`src/rtl/fifo_burst_reader_pkg.sv`:
```
// Shared definitions for fifo_burst_reader: FSM state encoding and the
// helper that sizes the per-burst read counter.
package fifo_burst_reader_pkg;

  // Two-state FSM encoding, kept as plain constants for legacy tools.
  localparam logic [0:0] ST_IDLE  = 1'b0;
  localparam logic [0:0] ST_BURST = 1'b1;

  // Width needed to count 0..burst_len inclusive (the read counter must be
  // able to hold BURST_LEN itself to express "all reads issued").
  function automatic int burst_cnt_width(input int burst_len);
    return (burst_len < 2) ? 1 : $clog2(burst_len + 1);
  endfunction

endpackage

```
`src/rtl/fifo_burst_reader_skid_buf.sv`:
```
// stream_skid_buf: 2-entry data+last FIFO that absorbs the one-cycle read
// latency of the upstream FIFO. The head entry drives the stream outputs.
module stream_skid_buf #(
  parameter int DATA_WIDTH = 8
) (
  input  logic                  clk,
  input  logic                  rst_n,
  input  logic                  push_i,
  input  logic [DATA_WIDTH-1:0] push_data_i,
  input  logic                  push_last_i,
  input  logic                  pop_i,
  output logic [DATA_WIDTH-1:0] head_data_o,
  output logic                  head_last_o,
  output logic [1:0]            cnt_o
);

  logic [DATA_WIDTH-1:0] data_q [2];
  logic                  last_q [2];
  logic                  wr_ptr_q;
  logic                  rd_ptr_q;
  logic [1:0]            cnt_q;

  // Storage write: the tail slot takes the incoming word on push.
  // NOTE: this storage is only two entries and the stream data must read 0
  // out of reset, so it is reset; larger RAM-style arrays should not be.
  always_ff @(posedge clk or negedge rst_n) begin
    if (!rst_n) begin
      for (int i = 0; i < 2; i++) begin
        data_q[i] <= '0;
        last_q[i] <= 1'b0;
      end
    end else if (push_i) begin
      data_q[wr_ptr_q] <= push_data_i;
      last_q[wr_ptr_q] <= push_last_i;
    end
  end

  // Pointer and occupancy update; push and pop together leave count unchanged.
  // NOTE: sequential state uses non-blocking assignments so every flop
  // samples pre-edge values regardless of block evaluation order.
  always_ff @(posedge clk or negedge rst_n) begin
    if (!rst_n) begin
      wr_ptr_q <= 1'b0;
      rd_ptr_q <= 1'b0;
      cnt_q    <= 2'd0;
    end else begin
      if (push_i) wr_ptr_q <= ~wr_ptr_q;
      if (pop_i)  rd_ptr_q <= ~rd_ptr_q;
      case ({push_i, pop_i})
        2'b10:   cnt_q <= cnt_q + 2'd1;
        2'b01:   cnt_q <= cnt_q - 2'd1;
        default: cnt_q <= cnt_q;
      endcase
    end
  end

  assign head_data_o = data_q[rd_ptr_q];
  assign head_last_o = last_q[rd_ptr_q];
  assign cnt_o       = cnt_q;

endmodule

```
`src/rtl/fifo_burst_reader.sv`:
```
// fifo_burst_reader: drains an upstream synchronous FIFO in fixed BURST_LEN
// bursts once almost_empty deasserts, and presents the words on a
// valid/ready stream with m_last on the final word of each burst.
// Optional statistics counters are enabled with FIFO_BURST_STATS_EN.
module fifo_burst_reader
  import fifo_burst_reader_pkg::*;
#(
  parameter int DATA_WIDTH = 8,
  parameter int BURST_LEN  = 4,
  parameter int CNT_WIDTH  = 16
) (
  input  logic                  clk,
  input  logic                  rst,
  output logic                  fifo_rd_en,
  input  logic [DATA_WIDTH-1:0] fifo_dout,
  input  logic                  fifo_empty,
  input  logic                  fifo_almost_empty,
  output logic                  m_valid,
  output logic [DATA_WIDTH-1:0] m_data,
  output logic                  m_last,
  input  logic                  m_ready,
  output logic                  busy,
  output logic                  burst_done
`ifdef FIFO_BURST_STATS_EN
  ,
  output logic [CNT_WIDTH-1:0]  burst_count,
  output logic [CNT_WIDTH-1:0]  stall_count
`endif
);

  localparam int RD_W = burst_cnt_width(BURST_LEN);
  localparam logic [RD_W-1:0] RD_MAX  = RD_W'(BURST_LEN);
  localparam logic [RD_W-1:0] RD_LAST = RD_W'(BURST_LEN - 1);

  logic [0:0]            state_q, state_d;
  logic [RD_W-1:0]       rd_issued_q, rd_issued_d;
  logic                  inflight_q;
  logic                  inflight_last_q;
  logic                  pop;
  logic [2:0]            occupancy;
  logic [1:0]            buf_cnt;
  logic [DATA_WIDTH-1:0] head_data;
  logic                  head_last;

  assign busy       = (state_q == ST_BURST);
  assign m_valid    = (buf_cnt != 2'd0);
  assign m_data     = head_data;
  // Head last flag can be stale once the buffer drains, so gate it.
  assign m_last     = m_valid && head_last;
  assign pop        = m_valid && m_ready;
  assign burst_done = pop && m_last;

  // Credit rule: words held plus the word in flight, less the one leaving
  // this cycle, must leave room for the read issued now.
  assign occupancy  = {1'b0, buf_cnt} + {2'b00, inflight_q} - {2'b00, pop};
  assign fifo_rd_en = busy && !fifo_empty && (rd_issued_q < RD_MAX) &&
                      (occupancy < 3'd2);

  // Next-state and read-count logic.
  // NOTE: every output of this block gets a default first so no latch is
  // inferred on paths that do not assign it.
  always_comb begin
    state_d     = state_q;
    rd_issued_d = rd_issued_q;
    if (state_q == ST_IDLE) begin
      rd_issued_d = '0;
      if (!fifo_almost_empty) state_d = ST_BURST;
    end else begin
      if (fifo_rd_en) rd_issued_d = rd_issued_q + RD_W'(1);
      if (burst_done) state_d = ST_IDLE;
    end
  end

  // FSM, read counter and in-flight tracking; the last flag is decided at
  // issue time from the read index, so reordering cannot move it.
  always_ff @(posedge clk or negedge rst) begin
    if (!rst) begin
      state_q         <= ST_IDLE;
      rd_issued_q     <= '0;
      inflight_q      <= 1'b0;
      inflight_last_q <= 1'b0;
    end else begin
      state_q         <= state_d;
      rd_issued_q     <= rd_issued_d;
      inflight_q      <= fifo_rd_en;
      inflight_last_q <= fifo_rd_en && (rd_issued_q == RD_LAST);
    end
  end

  stream_skid_buf #(
    .DATA_WIDTH (DATA_WIDTH)
  ) u_skid_buf (
    .clk         (clk),
    .rst_n       (rst),
    .push_i      (inflight_q),
    .push_data_i (fifo_dout),
    .push_last_i (inflight_last_q),
    .pop_i       (pop),
    .head_data_o (head_data),
    .head_last_o (head_last),
    .cnt_o       (buf_cnt)
  );

`ifdef FIFO_BURST_STATS_EN
  logic                 stall_cond;
  logic [CNT_WIDTH-1:0] burst_count_q;
  logic [CNT_WIDTH-1:0] stall_count_q;

  assign stall_cond = busy && fifo_empty && (rd_issued_q < RD_MAX);

  // Saturating statistics counters.
  always_ff @(posedge clk or negedge rst) begin
    if (!rst) begin
      burst_count_q <= '0;
      stall_count_q <= '0;
    end else begin
      if (burst_done && (burst_count_q != '1)) burst_count_q <= burst_count_q + CNT_WIDTH'(1);
      if (stall_cond && (stall_count_q != '1)) stall_count_q <= stall_count_q + CNT_WIDTH'(1);
    end
  end

  assign burst_count = burst_count_q;
  assign stall_count = stall_count_q;
`else
  // CNT_WIDTH only sizes the statistics counters; tie it off here.
  logic unused_cnt_width;
  assign unused_cnt_width = ^CNT_WIDTH;
`endif

endmodule

```
`config.mk`:
```
export PLATFORM = sky130hd
export DESIGN_NAME = fifo_burst_reader
export DESIGN_NICKNAME = d
export VERILOG_FILES = /design/src/rtl/fifo_burst_reader_pkg.sv /design/src/rtl/fifo_burst_reader_skid_buf.sv /design/src/rtl/fifo_burst_reader.sv
export SDC_FILE = /design/constraint.sdc
export NUM_CORES = 1
export LEC_CHECK = 0
export ABC_AREA = 0
export BUFFER_PORTS_ARGS = -buffer_cell sky130_fd_sc_hd__buf_2
export CAP_MARGIN = 10
export CELL_PAD_IN_SITES_DETAIL_PLACEMENT = 0
export CELL_PAD_IN_SITES_GLOBAL_PLACEMENT = 1
export CORE_ASPECT_RATIO = 0.8
export CORE_MARGIN = 4
export CORE_UTILIZATION = 40
export DETAILED_ROUTE_END_ITERATION = 16
export PLACE_DENSITY_LB_ADDON = 0.2
export SLEW_MARGIN = 20
export SYNTH_ARGS = -nofsm -noshare
export SYNTH_HDL_FRONTEND = slang
export SYNTH_SLANG_ARGS = --single-unit
```
`constraint.sdc`:
```
create_clock -name clk -period 3.34 [get_ports clk]
set_input_delay 0.334 -clock clk [delete_from_list [all_inputs] [get_ports clk]]
set_output_delay 0.334 -clock clk [all_outputs]
set_load 0.005 [all_outputs]
```
# ---- After elaboration in Yosys (flattened, before gate mapping)
# Index checks and enable logic that the tools add are counted.
dict set report word_totals {
  regBits 28
  out_inout_bits 13
  word_cells 58
}
dict set report op_classes {
  add_sub_neg 5
  magnitude_cmp 5
  eq_ne 4
  mux 18
  bitwise_logic 4
  n_reduce_logical 11
}
# op n
set op_table {}
lappend op_table {{two-way mux 8 bit} 4}
lappend op_table {{bitwise mux 16 bit} 1}
lappend op_table {{demux 8 bit (select 1 bit)} 1}
lappend op_table {{logical AND 1 bit} 8}
lappend op_table {{two-way mux 1 bit} 7}
lappend op_table {{two-way mux 3 bit} 2}
lappend op_table {{greater-or-equal comparator 2 bit, second input constant} 2}
lappend op_table {{inverter 1 -> 2 bit} 2}
lappend op_table {{one-hot mux 2 bit (2 select lines)} 1}
lappend op_table {{nonzero test 2 bit} 2}
lappend op_table {{adder 2 x 1 -> 3 bit} 1}
lappend op_table {{adder 3 x 1 -> 3 bit, second input constant} 1}
lappend op_table {{equality test 3 x 2 -> 1 bit, second input constant} 1}
lappend op_table {{less-than comparator 3 x 2 -> 1 bit, second input constant} 1}
lappend op_table {{less-than comparator 3 bit, second input constant} 1}
lappend op_table {{subtractor 3 x 1 -> 3 bit} 1}
lappend op_table {{adder 2 x 1 -> 2 bit, second input constant} 1}
lappend op_table {{bitwise mux 2 bit} 1}
lappend op_table {{equality test 2 x 1 -> 1 bit, second input constant} 1}
lappend op_table {{equality test 2 bit, second input constant} 1}
lappend op_table {{less-than comparator 2 x 1 -> 1 bit, second input constant} 1}
lappend op_table {{inequality test 2 bit, second input constant} 1}
lappend op_table {{inverter 1 bit} 2}
lappend op_table {{subtractor 2 x 1 -> 2 bit, second input constant} 1}
lappend op_table {{2 further kinds} 2}

# ---- Depth between registers and ports, before layout
# Gate-level depths: netlist of the first run.
dict set report logic_depth {
  word_depth 8
  ltp_mapped 7
  ltp_nobuf 7
}

# ---- By module
# Synthesis of the first run repeated with hierarchy kept, for this count alone.
dict set report hier_totals {
  hier_cells 90
  area_unflattened_um2 1273.7
}
# module n_inst cells_per_inst area_per_inst_um2
set modules_own_cells {}
lappend modules_own_cells {stream_skid_buf 1 60 940.9}
lappend modules_own_cells {fifo_burst_reader 1 30 332.8}

# ---- Worst setup path after synthesis of the first run
# OpenSTA, ideal clock, no wires.
dict set report synth_timing {
  path_type {register to output}
  startpoint {register u_skid_buf.cnt_q[1], in the netlist u_skid_buf.cnt_o[1]}
  endpoint {output port fifo_rd_en}
  t_arrival_ns 1.701
  t_required_ns 3.006
  slack_ns 1.305
  path_stages_with_launch 8
  path_buffers 0
  cell_sequence {dfrtp_1 and3b_1 a21oi_1 nand2b_1 fa_1 xnor2_1 nand4_2 inv_1}
}
dict set report synth_via {
  elab_chain_len 5
  word_cells_on_any_way 6
  cone_classes {add/sub (2); order compare (1); reduce/logical (3)}
}
# item line_no
set synth_rtl {}
lappend synth_rtl {{start, declared} fifo_burst_reader_skid_buf.sv:21} ;# logic [1:0] cnt_q;
lappend synth_rtl {{start signal, assigned} fifo_burst_reader_skid_buf.sv:50} ;# 2'b10: cnt_q <= cnt_q + 2'd1;
lappend synth_rtl {{start signal, assigned} fifo_burst_reader_skid_buf.sv:51} ;# 2'b01: cnt_q <= cnt_q - 2'd1;
lappend synth_rtl {{start signal, assigned} fifo_burst_reader_skid_buf.sv:52} ;# default: cnt_q <= cnt_q;
lappend synth_rtl {{branches (longest 2 deep; another with adder 2 x 1 -> 3 bit)} n/a}
lappend synth_rtl {{subtractor 3 x 1 -> 3 bit *} fifo_burst_reader.sv:55} ;# assign occupancy = {1'b0, buf_cnt} + {2'b00, inflight_q} - {2'b00, pop};
lappend synth_rtl {{less-than comparator 3 x 2 -> 1 bit *} fifo_burst_reader.sv:57} ;# (occupancy < 3'd2);
lappend synth_rtl {{logical AND 1 bit *} fifo_burst_reader.sv:56} ;# assign fifo_rd_en = busy && !fifo_empty && (rd_issued_q < RD_MAX) &&
lappend synth_rtl {{end, declared} fifo_burst_reader.sv:14} ;# output logic fifo_rd_en,
# Mark *: on every way between the ends.

# ---- Final worst setup path of the first run
# Same ends and word-level chain as after synthesis.

==> reports/metrics.csv, run 1 <==
stage,metric,value,unit
outcome,status,"finished, final reports clean",
worst_setup_path,CP Launch Type,flip-flop,
sta,setup TNS,0,ps
global_route,vias in the first global route,779,
synthesis,post-synthesis cell area,0.00132,mm^2
clocking,CTS Sinks,28,
sta,Tightest Pin Transition,623,ps
global_route,largest net degree at the start of global routing,29,
placement,placed cell count,156,
synthesis,Gate Count Post-Synth,94,
sta,hold slack final,73.9,ps
placement,GP Congestion,0.750,
job,Max Cap Viol,0,
routing,vias per inst,4.85,
synthesis,Netlist cell types,23,
floorplanning,overall die area,0.00430,mm^2
floorplanning,Core Area,0.00313,mm^2
routing,ANT nets after route,0,
global_route,initial antenna violation count,0,
hold_path,worst hold-check path type,input pin to async pin,
routing,DRC,0,
sta,Final Hold Viols,0,
sta,Highest Clock Rate,383,MHz
worst_setup_path,"slowest stage cell, crit path",dfrtp_1,
clocking,Post-CTS Setup Repair Bufs,0,
synthesis,Yosys top cell area share,52.9,%
power_and_ir_drop,NetSw,0.354,mW
clocking,worst-skew pair later-pin latency,270,ps
synthesis,Ys Warns,0,
sta,Slew Limit Fails,0,
worst_setup_path,Critical Path AT,2280,ps
synthesis,Mapped Avg Cell Area,14.1,um^2
floorplanning,Die W,72.3,um
synthesis,Synth Net Count,110,
final_layout,most frequent cells in the layout,"28 x dfrtp_1, 25 x buf_2, 17 x mux2_2",
power_and_ir_drop,Clk pwr share,14.8,%
worst_setup_path,CP max stage delay,490,ps
final_layout,fin cells,159,
final_layout,multi-input logic area,567,um^2
synthesis,sequential element share of the synthesized area,52.9,%
sta,fin worst setup slack,730,ps
placement,Buffers on Ports,25,
clocking,CTS Buffer Depth,2,
floorplanning,Starting Density,42.3,%
floorplanning,Die Height,59.5,um
power_and_ir_drop,Comb power frac,36.3,%
global_route,total gr overflow,0,
sta,Slew HR,58.5,%
final_layout,layout cells sized above 1,48.7,%
sta,ratio of final minimum period to clock period,78.1,%
clocking,clk slew on worst S/H paths,90,ps
power_and_ir_drop,pwr dens,794,mW/mm^2
routing,WL/cell,14.2,um
power_and_ir_drop,P_int,0.843,mW
power_and_ir_drop,Leak,0.749,nW
routing,drt first-iter violations,56,
routing,DR vias,771,
synthesis,"FFs w/ async S/R, synth",100,%
worst_setup_path,CP endpoint kind,primary output,
final_layout,final core occ,48.1,%
power_and_ir_drop,Reg power frac,48.8,%
routing,Pre-antenna DRT Iters,2,
synthesis,largest cells by area after synthesis,"dfrtp_1 53%, mux2_2 14%, mux2_4 10%",
clocking,H-Tree Depth,1,
clocking,post-cts sizing count,0,
final_layout,ant diodes,0,
clocking,number of buffers created by CTS,3,
final_layout,"most common cell after layout, fill and taps aside",dfrtp_1,
sta,clock skew,9.60,ps
worst_setup_path,Crit path max-delay family,simple AND/OR/NAND/NOR gates,
synthesis,prevailing post-synth register cell,dfrtp_1,
clocking,count of hold-fix buffers inserted at cts,0,
floorplanning,site row count,18,
clocking,CTS tree,yes,
global_route,first-pass GRT wire length,3.77,mm
final_layout,fillers,285,
synthesis,Synth Register Bits,28,
global_route,All-Layer GR Usage,11.5,%
final_layout,synthesis-to-layout area growth,13.8,%
synthesis,Synth area leader,dfrtp_1,
routing,WL final,2.25,mm
power_and_ir_drop,VDD IR-drop max,0.000472,V
placement,Post-DP HPWL,1.61,mm
floorplanning,Ports,26,
synthesis,Post-synth EDFFs,0,
placement,pre-CTS setup slack,1040,ps
final_layout,Register Area,701,um^2
worst_setup_path,WP buf/inv,2,
sta,final setup vio count,0,
worst_setup_path,Setup CP Type,flip-flop to primary output,
worst_setup_path,Worst EP required,3010,ps
worst_setup_path,Crit Path Max Fanout,7,
clocking,Clock Root Buffer,clkbuf_8,
final_layout,nets@finish,137,
sta,post-layout min period,2610,ps
sta,unrepaired setup endpoints after global routing,no,
worst_setup_path,CP cell instances,"and3b_1, a21oi_1, nand2b_1, fa_1, xnor2_1, nand4_2, inv_1, buf_2",
power_and_ir_drop,Sw Share,29.5,%
-- metrics by stage --
stage	total power, mW	instance area [um^2]
detailed placement	1.04	1470
global placement	1.01	1470
global route	1.30	1510
floorplan	0.902	1320
CTS	1.22	1510
finish	1.20	1510
-- kinds of logic after synthesis --
group                    Yosys count  share of synthesized area [%]
XOR/XNOR                           4                           2.65
flip-flops                        28                           52.9
buffers and inverters              9                           4.25
AND/OR/NAND/NOR                   15                           6.99
AO/OA/AOI/OAI                      5                           2.08
adder cells (fa/ha/maj)            3                           3.40
multiplexers                      30                           27.7
-- layer usage --
layer | vias up | wire length (um) | global-route usage, % | part of all wire [%]
met5 | - | 0 | 0 | 0
met4 | 0 | 8 | 1.61 | 0.36
met3 | 2 | 105 | 4.41 | 4.7
met2 | 13 | 1090 | 18.2 | 48
met1 | 384 | 1040 | 15.5 | 46
li1 | 372 | - | - | -
-- sequential cells by signal, summed over array words and instances (netlist names) --
name / cells
busy: 1
inflight_last_q: 1
inflight_q: 1
rd_issued_q: 3
u_skid_buf.cnt_o: 2
u_skid_buf.data_q: 16
u_skid_buf.last_q: 2
u_skid_buf.rd_ptr_q: 1
u_skid_buf.wr_ptr_q: 1
-- final timing paths --
kind / startpoint / slack, ps / to / cells after the start
setup / recovery: u_skid_buf.cnt_o[1]$_DFFE_PN0P_ / 730 / fifo_rd_en / 8
hold / removal: rst / 70 / inflight_q$_DFF_PN0_ / 1
setup reg to reg: u_skid_buf.cnt_o[1]$_DFFE_PN0P_ / 1270 / rd_issued_q[0]$_DFFE_PN0P_ / 7
hold reg to reg: rd_issued_q[0]$_DFFE_PN0P_ / 480 / rd_issued_q[0]$_DFFE_PN0P_ / 1
max in group asynchronous: rst / 2860 / u_skid_buf.last_q[0]$_DFFE_PN0P_ / 1
min in group clk: fifo_almost_empty / 230 / busy$_DFF_PN0_ / 2
-- cell type report --
cell class              instances  area share [%]
inverters                       6            1.50
flip-flops and latches         28            46.5
multi-input cells              57            37.6
well taps                      40            3.32
repair buffers                 25            8.31
clock buffers                   3            2.74
-- cell usage after synthesis, types with 2 or more instances --
library cell  instances
inv_1                 6
nand2_1               4
mux2i_1               4
mux2_4                9
buf_6                 3
a21oi_1               2
xnor2_1               3
mux2_2               17
ha_1                  2
nor2_1                4
dfrtp_1              28
-- power groups by stage --
stage | registers (mW) | clock network, mW | logic (mW)
floorplan | 0.541 | 0 | 0.362
global placement | 0.582 | 0 | 0.433
detailed placement | 0.589 | 0 | 0.446
CTS | 0.585 | 0.187 | 0.447
global route | 0.607 | 0.201 | 0.488
finish | 0.585 | 0.177 | 0.435
Power figures use the tool's default switching activity.
==> inputs of run 2 (changes only) <==
CORE_UTILIZATION = 39   (was 40)
clock period = 2.2 ns   (was 3.34 ns; I/O delays follow)
==> run 2 against run 1 <==
Effect of this change:
- first-iteration DRC count is 16% lower
- hold slack better by 49 ps
- worst setup slack worse by 680 ps
- die area is 2.2% higher
- final cell count is 3.8% higher
- critical path depth is 1 lower
- non-clock buffer count is 6 higher
- via count is 3.4% higher
- power is 55% higher
==> reports/metrics.csv, run 2 (synthesized netlist as in run 1, its figures left out) <==
stage,metric,value,unit,change
global_route,first-pass GRT wire length,3.80,mm,was 3.77 mm
final_layout,ant diodes,0,,unchanged
clocking,CTS tree,yes,,unchanged
final_layout,fillers,291,,was 285
routing,DR vias,797,,was 771
worst_setup_path,"slowest stage cell, crit path",fa_2,,was dfrtp_1
worst_setup_path,CP cell instances,"and3b_2, a21oi_2, nand2b_4, fa_2, nand4_4, inv_2, buf_2",,"was and3b_1, a21oi_1, nand2b_1, fa_1, xnor2_1, nand4_2, inv_1, buf_2"
placement,Post-DP HPWL,1.55,mm,was 1.61 mm
placement,GP Congestion,0.734,,was 0.750
worst_setup_path,WP buf/inv,2,,unchanged
routing,Pre-antenna DRT Iters,2,,unchanged
routing,drt first-iter violations,47,,was 56
sta,post-layout min period,2150,ps,
final_layout,Biggest register,u_skid_buf.data_q,,unchanged
clocking,clk slew on worst S/H paths,90,ps,about the same
sta,hold slack final,123,ps,was 73.9 ps
worst_setup_path,CP endpoint kind,primary output,,unchanged
placement,Placed Area,0.00148,mm^2,was 0.00147 mm^2
global_route,total gr overflow,0,,unchanged
clocking,H-Tree Depth,1,,unchanged
sta,Slew Limit Fails,0,,unchanged
clocking,number of buffers created by CTS,3,,unchanged
clocking,CTS Buffer Depth,2,,unchanged
floorplanning,site row count,18,,unchanged
placement,Buffers on Ports,25,,unchanged
sta,fin worst setup slack,50.5,ps,was 730 ps
final_layout,"most common cell after layout, fill and taps aside",dfrtp_1,,unchanged
routing,WL/cell,13.9,um,was 14.2 um
outcome,status,"finished, final reports clean",,unchanged
power_and_ir_drop,Overall Power,1.85,mW,was 1.20 mW
placement,pre-CTS setup slack,168,ps,was 1040 ps
sta,Final Hold Viols,0,,unchanged
worst_setup_path,CP Launch Type,flip-flop,,unchanged
routing,WL final,2.29,mm,was 2.25 mm
worst_setup_path,CP max stage delay,550,ps,was 490 ps
worst_setup_path,reg2reg setup slack,190,ps,was 1270 ps
floorplanning,Ports,26,,unchanged
floorplanning,Starting Density,41.7,%,was 42.3%
final_layout,Final Instance Area,0.00159,mm^2,was 0.00151 mm^2
job,Max Cap Viol,0,,unchanged
final_layout,Top Registers,"u_skid_buf.data_q (16), rd_issued_q (3)",,unchanged
sta,Highest Clock Rate,465,MHz,
routing,ANT nets after route,0,,unchanged
power_and_ir_drop,Leak,0.786,nW,was 0.749 nW
global_route,All-Layer GR Usage,11.2,%,was 11.5%
global_route,largest net degree at the start of global routing,29,,unchanged
clocking,worst-skew pair later-pin latency,270,ps,about the same
floorplanning,Die Height,60.1,um,was 59.5 um
worst_setup_path,Worst EP required,1980,ps,was 3010 ps
power_and_ir_drop,pwr dens,1170,mW/mm^2,was 794 mW/mm^2
worst_setup_path,Crit Path Max Fanout,2,,was 7
sta,clock skew,3.84,ps,was 9.60 ps
final_layout,most frequent cells in the layout,"28 x dfrtp_1, 25 x buf_2, 17 x mux2_2",,unchanged
sta,Slew HR,57.9,%,was 58.5%
power_and_ir_drop,VDD IR-drop max,0.000595,V,was 0.000472 V
sta,Tightest Pin Transition,631,ps,was 623 ps
hold_path,worst hold-check path type,input pin to flip-flop,,was input pin to async pin
final_layout,final core occ,49.9,%,was 48.1%
routing,vias per inst,4.83,,was 4.85
floorplanning,Core Area,0.00318,mm^2,was 0.00313 mm^2
floorplanning,Die W,73.1,um,was 72.3 um
global_route,initial antenna violation count,0,,unchanged
final_layout,layout cells sized above 1,55.2,%,was 48.7%
clocking,Clock Root Buffer,clkbuf_8,,unchanged
worst_setup_path,Critical Path AT,1930,ps,was 2280 ps
final_layout,synthesis-to-layout area growth,19.8,%,was 13.8%
global_route,vias in the first global route,801,,was 779
floorplanning,overall die area,0.00440,mm^2,was 0.00430 mm^2
routing,DRC,0,,unchanged
final_layout,nets@finish,143,,was 137
final_layout,max reg flops,16,,unchanged
sta,unrepaired setup endpoints after global routing,yes,,was no
clocking,CTS Sinks,28,,unchanged
sta,final setup vio count,0,,unchanged
worst_setup_path,Crit path max-delay family,adder cells,,was simple AND/OR/NAND/NOR gates
sta,ratio of final minimum period to clock period,97.7,%,
worst_setup_path,Setup CP Type,flip-flop to primary output,,unchanged
-- run 2: path summary, 6_finish.rpt --
path	from	end	cells after the start
max in group asynchronous	rst	u_skid_buf.data_q[7]$_DFFE_PN0P_	2
hold / removal	fifo_almost_empty	busy$_DFF_PN0_	2
setup reg to reg	u_skid_buf.cnt_o[0]$_DFFE_PN0P_	rd_issued_q[0]$_DFFE_PN0P_	8
setup / recovery	u_skid_buf.cnt_o[0]$_DFFE_PN0P_	fifo_rd_en	7
min in group asynchronous	rst	u_skid_buf.cnt_o[1]$_DFFE_PN0P_	2
hold reg to reg	rd_issued_q[0]$_DFFE_PN0P_	rd_issued_q[0]$_DFFE_PN0P_	1
-- run 2: per-stage QoR --
stage,cells,setup TNS [ps]
floorplan,94,0
global placement,158,0
detailed placement,158,0
CTS,165,0
global route,165,-56.1
finish,165,0
-- run 2: layer usage --
metal / global-route usage (%) / vias up / share of wire (%)
met5: 0 / - / 0
met4: 1.58 / 0 / 0.22
met3: 3.53 / 2 / 3.9
met2: 17.7 / 13 / 48
met1: 15.3 / 398 / 48
li1: - / 384 / -
-- run 2: area by class of cell --
type	count	area, um^2	share of cell area, %
multi-input combinational	57	598	37.7
sequential	28	701	44.2
timing repair buffer	31	173	10.9
tap	40	50.0	3.16
clock buffer	3	41.3	2.60
inverter	6	22.5	1.42
-- run 2: where the power goes --
group | internal, mW | switching, mW
registers | 0.722 | 0.161
clock network | 0.123 | 0.144
logic | 0.465 | 0.240
total | 1.31 | 0.545
-- run 2: what timing repair did --
item | in CTS | in global routing
setup endpoints to repair | 1 | 1
pin swaps | 3 | 2
hold endpoints to repair | 28 | 0
resized for setup | 5 | 2
hold buffers | 1 | 0
setup buffers | 3 | 0
cloned | 0 | 0
-- run 2: worst register-to-register path, delay by kind of cell, from the launching register on --
family,cells,cell delay [ps]
fa+ha+maj,1,550
flops,1,380
buf+inv,2,300
simple gates,3,500
compound gates,1,50
mux,1,110
==> inputs of run 3 (changes only) <==
RECOVER_POWER = 50   (was default)
==> run 3 against run 2 <==
Effect of this change:
- critical endpoint unchanged
- utilization is essentially flat
- clock power about the same
- critical path depth unchanged
- largest power group unchanged
- power is essentially flat
- the run now ends with capacitance limit, slew limit left
- fmax is the same
==> reports/metrics.csv, run 3 (synthesized netlist as in run 1, its figures left out) <==
stage,metric,value,unit,change
final_layout,most frequent cells in the layout,"28 x dfrtp_1, 24 x buf_2, 17 x mux2_2",,"was 28 x dfrtp_1, 25 x buf_2, 17 x mux2_2"
sta,post-layout min period,2150,ps,unchanged
routing,vias per inst,4.83,,unchanged
power_and_ir_drop,Leak,0.783,nW,was 0.786 nW
power_and_ir_drop,Comb power frac,38.0,%,was 38.1%
worst_setup_path,Critical Path AT,1930,ps,about the same
global_route,All-Layer GR Usage,11.2,%,unchanged
final_layout,Top Registers,"u_skid_buf.data_q (16), rd_issued_q (3)",,unchanged
routing,DRC,0,,unchanged
routing,WL/cell,13.9,um,about the same
floorplanning,Core Area,0.00318,mm^2,unchanged
global_route,largest net degree at the start of global routing,29,,unchanged
final_layout,ant diodes,0,,unchanged
global_route,initial antenna violation count,0,,unchanged
placement,pre-CTS setup slack,168,ps,unchanged
placement,placed cell count,158,,unchanged
routing,DR vias,797,,unchanged
final_layout,"most common cell after layout, fill and taps aside",dfrtp_1,,unchanged
worst_setup_path,Reg2Reg Depth,8,,unchanged
clocking,CTS Sinks,28,,unchanged
clocking,CTS tree,yes,,unchanged
placement,Post-DP HPWL,1.55,mm,unchanged
worst_setup_path,CP Launch Type,flip-flop,,unchanged
sta,final setup vio count,0,,unchanged
hold_path,worst hold-check path type,input pin to flip-flop,,unchanged
worst_setup_path,CP endpoint kind,primary output,,unchanged
routing,WL final,2.29,mm,about the same
sta,Highest Clock Rate,465,MHz,unchanged
final_layout,nets@finish,143,,unchanged
sta,Tightest Pin Transition,1510,ps,was 631 ps
floorplanning,site row count,18,,unchanged
power_and_ir_drop,Sw Share,29.4,%,about the same
sta,Slew HR,-0.885,%,was 57.9%
power_and_ir_drop,NetSw,0.545,mW,about the same
sta,Slew Limit Fails,29,,was 0
outcome,status,"finished, violations left",,"was finished, final reports clean"
hold_path,Hold Path Stages,2,,unchanged
power_and_ir_drop,P_int,1.31,mW,about the same
floorplanning,Die W,73.1,um,unchanged
sta,clock skew,3.84,ps,unchanged
floorplanning,Die Height,60.1,um,unchanged
power_and_ir_drop,pwr dens,1170,mW/mm^2,about the same
sta,hold slack final,123,ps,unchanged
global_route,vias in the first global route,801,,unchanged
final_layout,max reg flops,16,,unchanged
worst_setup_path,Crit Path Max Fanout,2,,unchanged
sta,Final Hold Viols,0,,unchanged
final_layout,fin cells,165,,unchanged
sta,fin worst setup slack,50.5,ps,unchanged
sta,unrepaired setup endpoints after global routing,yes,,unchanged
final_layout,Biggest register,u_skid_buf.data_q,,unchanged
routing,drt first-iter violations,47,,unchanged
clocking,Clock Root Buffer,clkbuf_8,,unchanged
power_and_ir_drop,VDD IR-drop max,0.000595,V,about the same
floorplanning,overall die area,0.00440,mm^2,unchanged
sta,ratio of final minimum period to clock period,97.7,%,unchanged
routing,Pre-antenna DRT Iters,2,,unchanged
floorplanning,Starting Density,41.7,%,unchanged
job,Max Cap Viol,1,,was 0
power_and_ir_drop,Overall Power,1.85,mW,about the same
clocking,CTS Buffer Depth,2,,unchanged
clocking,H-Tree Depth,1,,unchanged
final_layout,synthesis-to-layout area growth,19.7,%,was 19.8%
power_and_ir_drop,Reg power frac,47.6,%,about the same
clocking,number of buffers created by CTS,3,,unchanged
global_route,first-pass GRT wire length,3.80,mm,unchanged
floorplanning,Ports,26,,unchanged
placement,GP Congestion,0.734,,unchanged
final_layout,fillers,292,,was 291
clocking,clk slew on worst S/H paths,90,ps,about the same
outcome,failing checks,"capacitance limit, slew limit",,
global_route,total gr overflow,0,,unchanged
worst_setup_path,Setup CP Type,flip-flop to primary output,,unchanged
routing,ANT nets after route,0,,unchanged
placement,Buffers on Ports,25,,unchanged
worst_setup_path,Worst EP required,1980,ps,about the same
power_and_ir_drop,Clk pwr share,14.4,%,about the same
clocking,worst-skew pair later-pin latency,270,ps,about the same
final_layout,layout cells sized above 1,54.4,%,was 55.2%
## run 3: routing by layer
layer,wire [um],vias to the layer above,global-route usage [%]
met5,0,-,0
met4,5,0,1.58
met3,89,2,3.53
met2,1100,13,17.7
met1,1100,398,15.3
li1,-,384,-
## run 3: worst paths after layout
check | startpoint | endpoint | slack (ps)
worst max-delay path | u_skid_buf.cnt_o[0]$_DFFE_PN0P_ | fifo_rd_en | 50
worst min-delay path | fifo_almost_empty | busy$_DFF_PN0_ | 120
worst max register to register | u_skid_buf.cnt_o[0]$_DFFE_PN0P_ | rd_issued_q[0]$_DFFE_PN0P_ | 190
worst min register to register | rd_issued_q[0]$_DFFE_PN0P_ | rd_issued_q[0]$_DFFE_PN0P_ | 480
max in group asynchronous | rst | u_skid_buf.data_q[7]$_DFFE_PN0P_ | 470
min in group asynchronous | rst | u_skid_buf.cnt_o[1]$_DFFE_PN0P_ | 840
## run 3: cell type report
cell class | instances | area [um^2] | share of cell area [%]
repair buffers | 31 | 171 | 10.8
flip-flops and latches | 28 | 701 | 44.2
inverters | 6 | 22.5 | 1.42
clock buffers | 3 | 41.3 | 2.61
multi-input cells | 57 | 598 | 37.8
well taps | 40 | 50.0 | 3.16
## run 3: per-stage QoR
step	setup TNS (ps)	cell area, um^2	util, %
2_1_floorplan	0	1320	-
3_5_place_dp	0	1480	46.6
4_1_cts	0	1580	49.6
5_1_grt	-56.1	1580	49.9
3_3_place_gp	0	1480	46.6
6_report	0	1580	49.9
## run 3: critical path, stage by stage, from the launching register on
cell and delay (ps):
dfrtp_1 380, and3b_2 250, a21oi_2 50, nand2b_4 140
fa_2 550, nand4_4 110, inv_2 70, buf_2 100
## run 3: power groups by stage
| stage | clock network [mW] | logic (mW) | registers (mW) |
|---|---|---|---|
| 3_3_place_gp | 0 | 0.660 | 0.889 |
| 6_report | 0.266 | 0.705 | 0.882 |
| 4_1_cts | 0.284 | 0.715 | 0.885 |
| 5_1_grt | 0.302 | 0.781 | 0.915 |
| 3_5_place_dp | 0 | 0.677 | 0.897 |
| 2_1_floorplan | 0 | 0.549 | 0.821 |
## run 3: timing repair
item                                   4_1_cts  5_1_grt
pin swaps                                    3        2
setup endpoints to repair                    1        1
gates resized for setup                      5        2
buffers inserted                             3        0
endpoints found under the hold margin       28        0
hold buffers                                 1        0
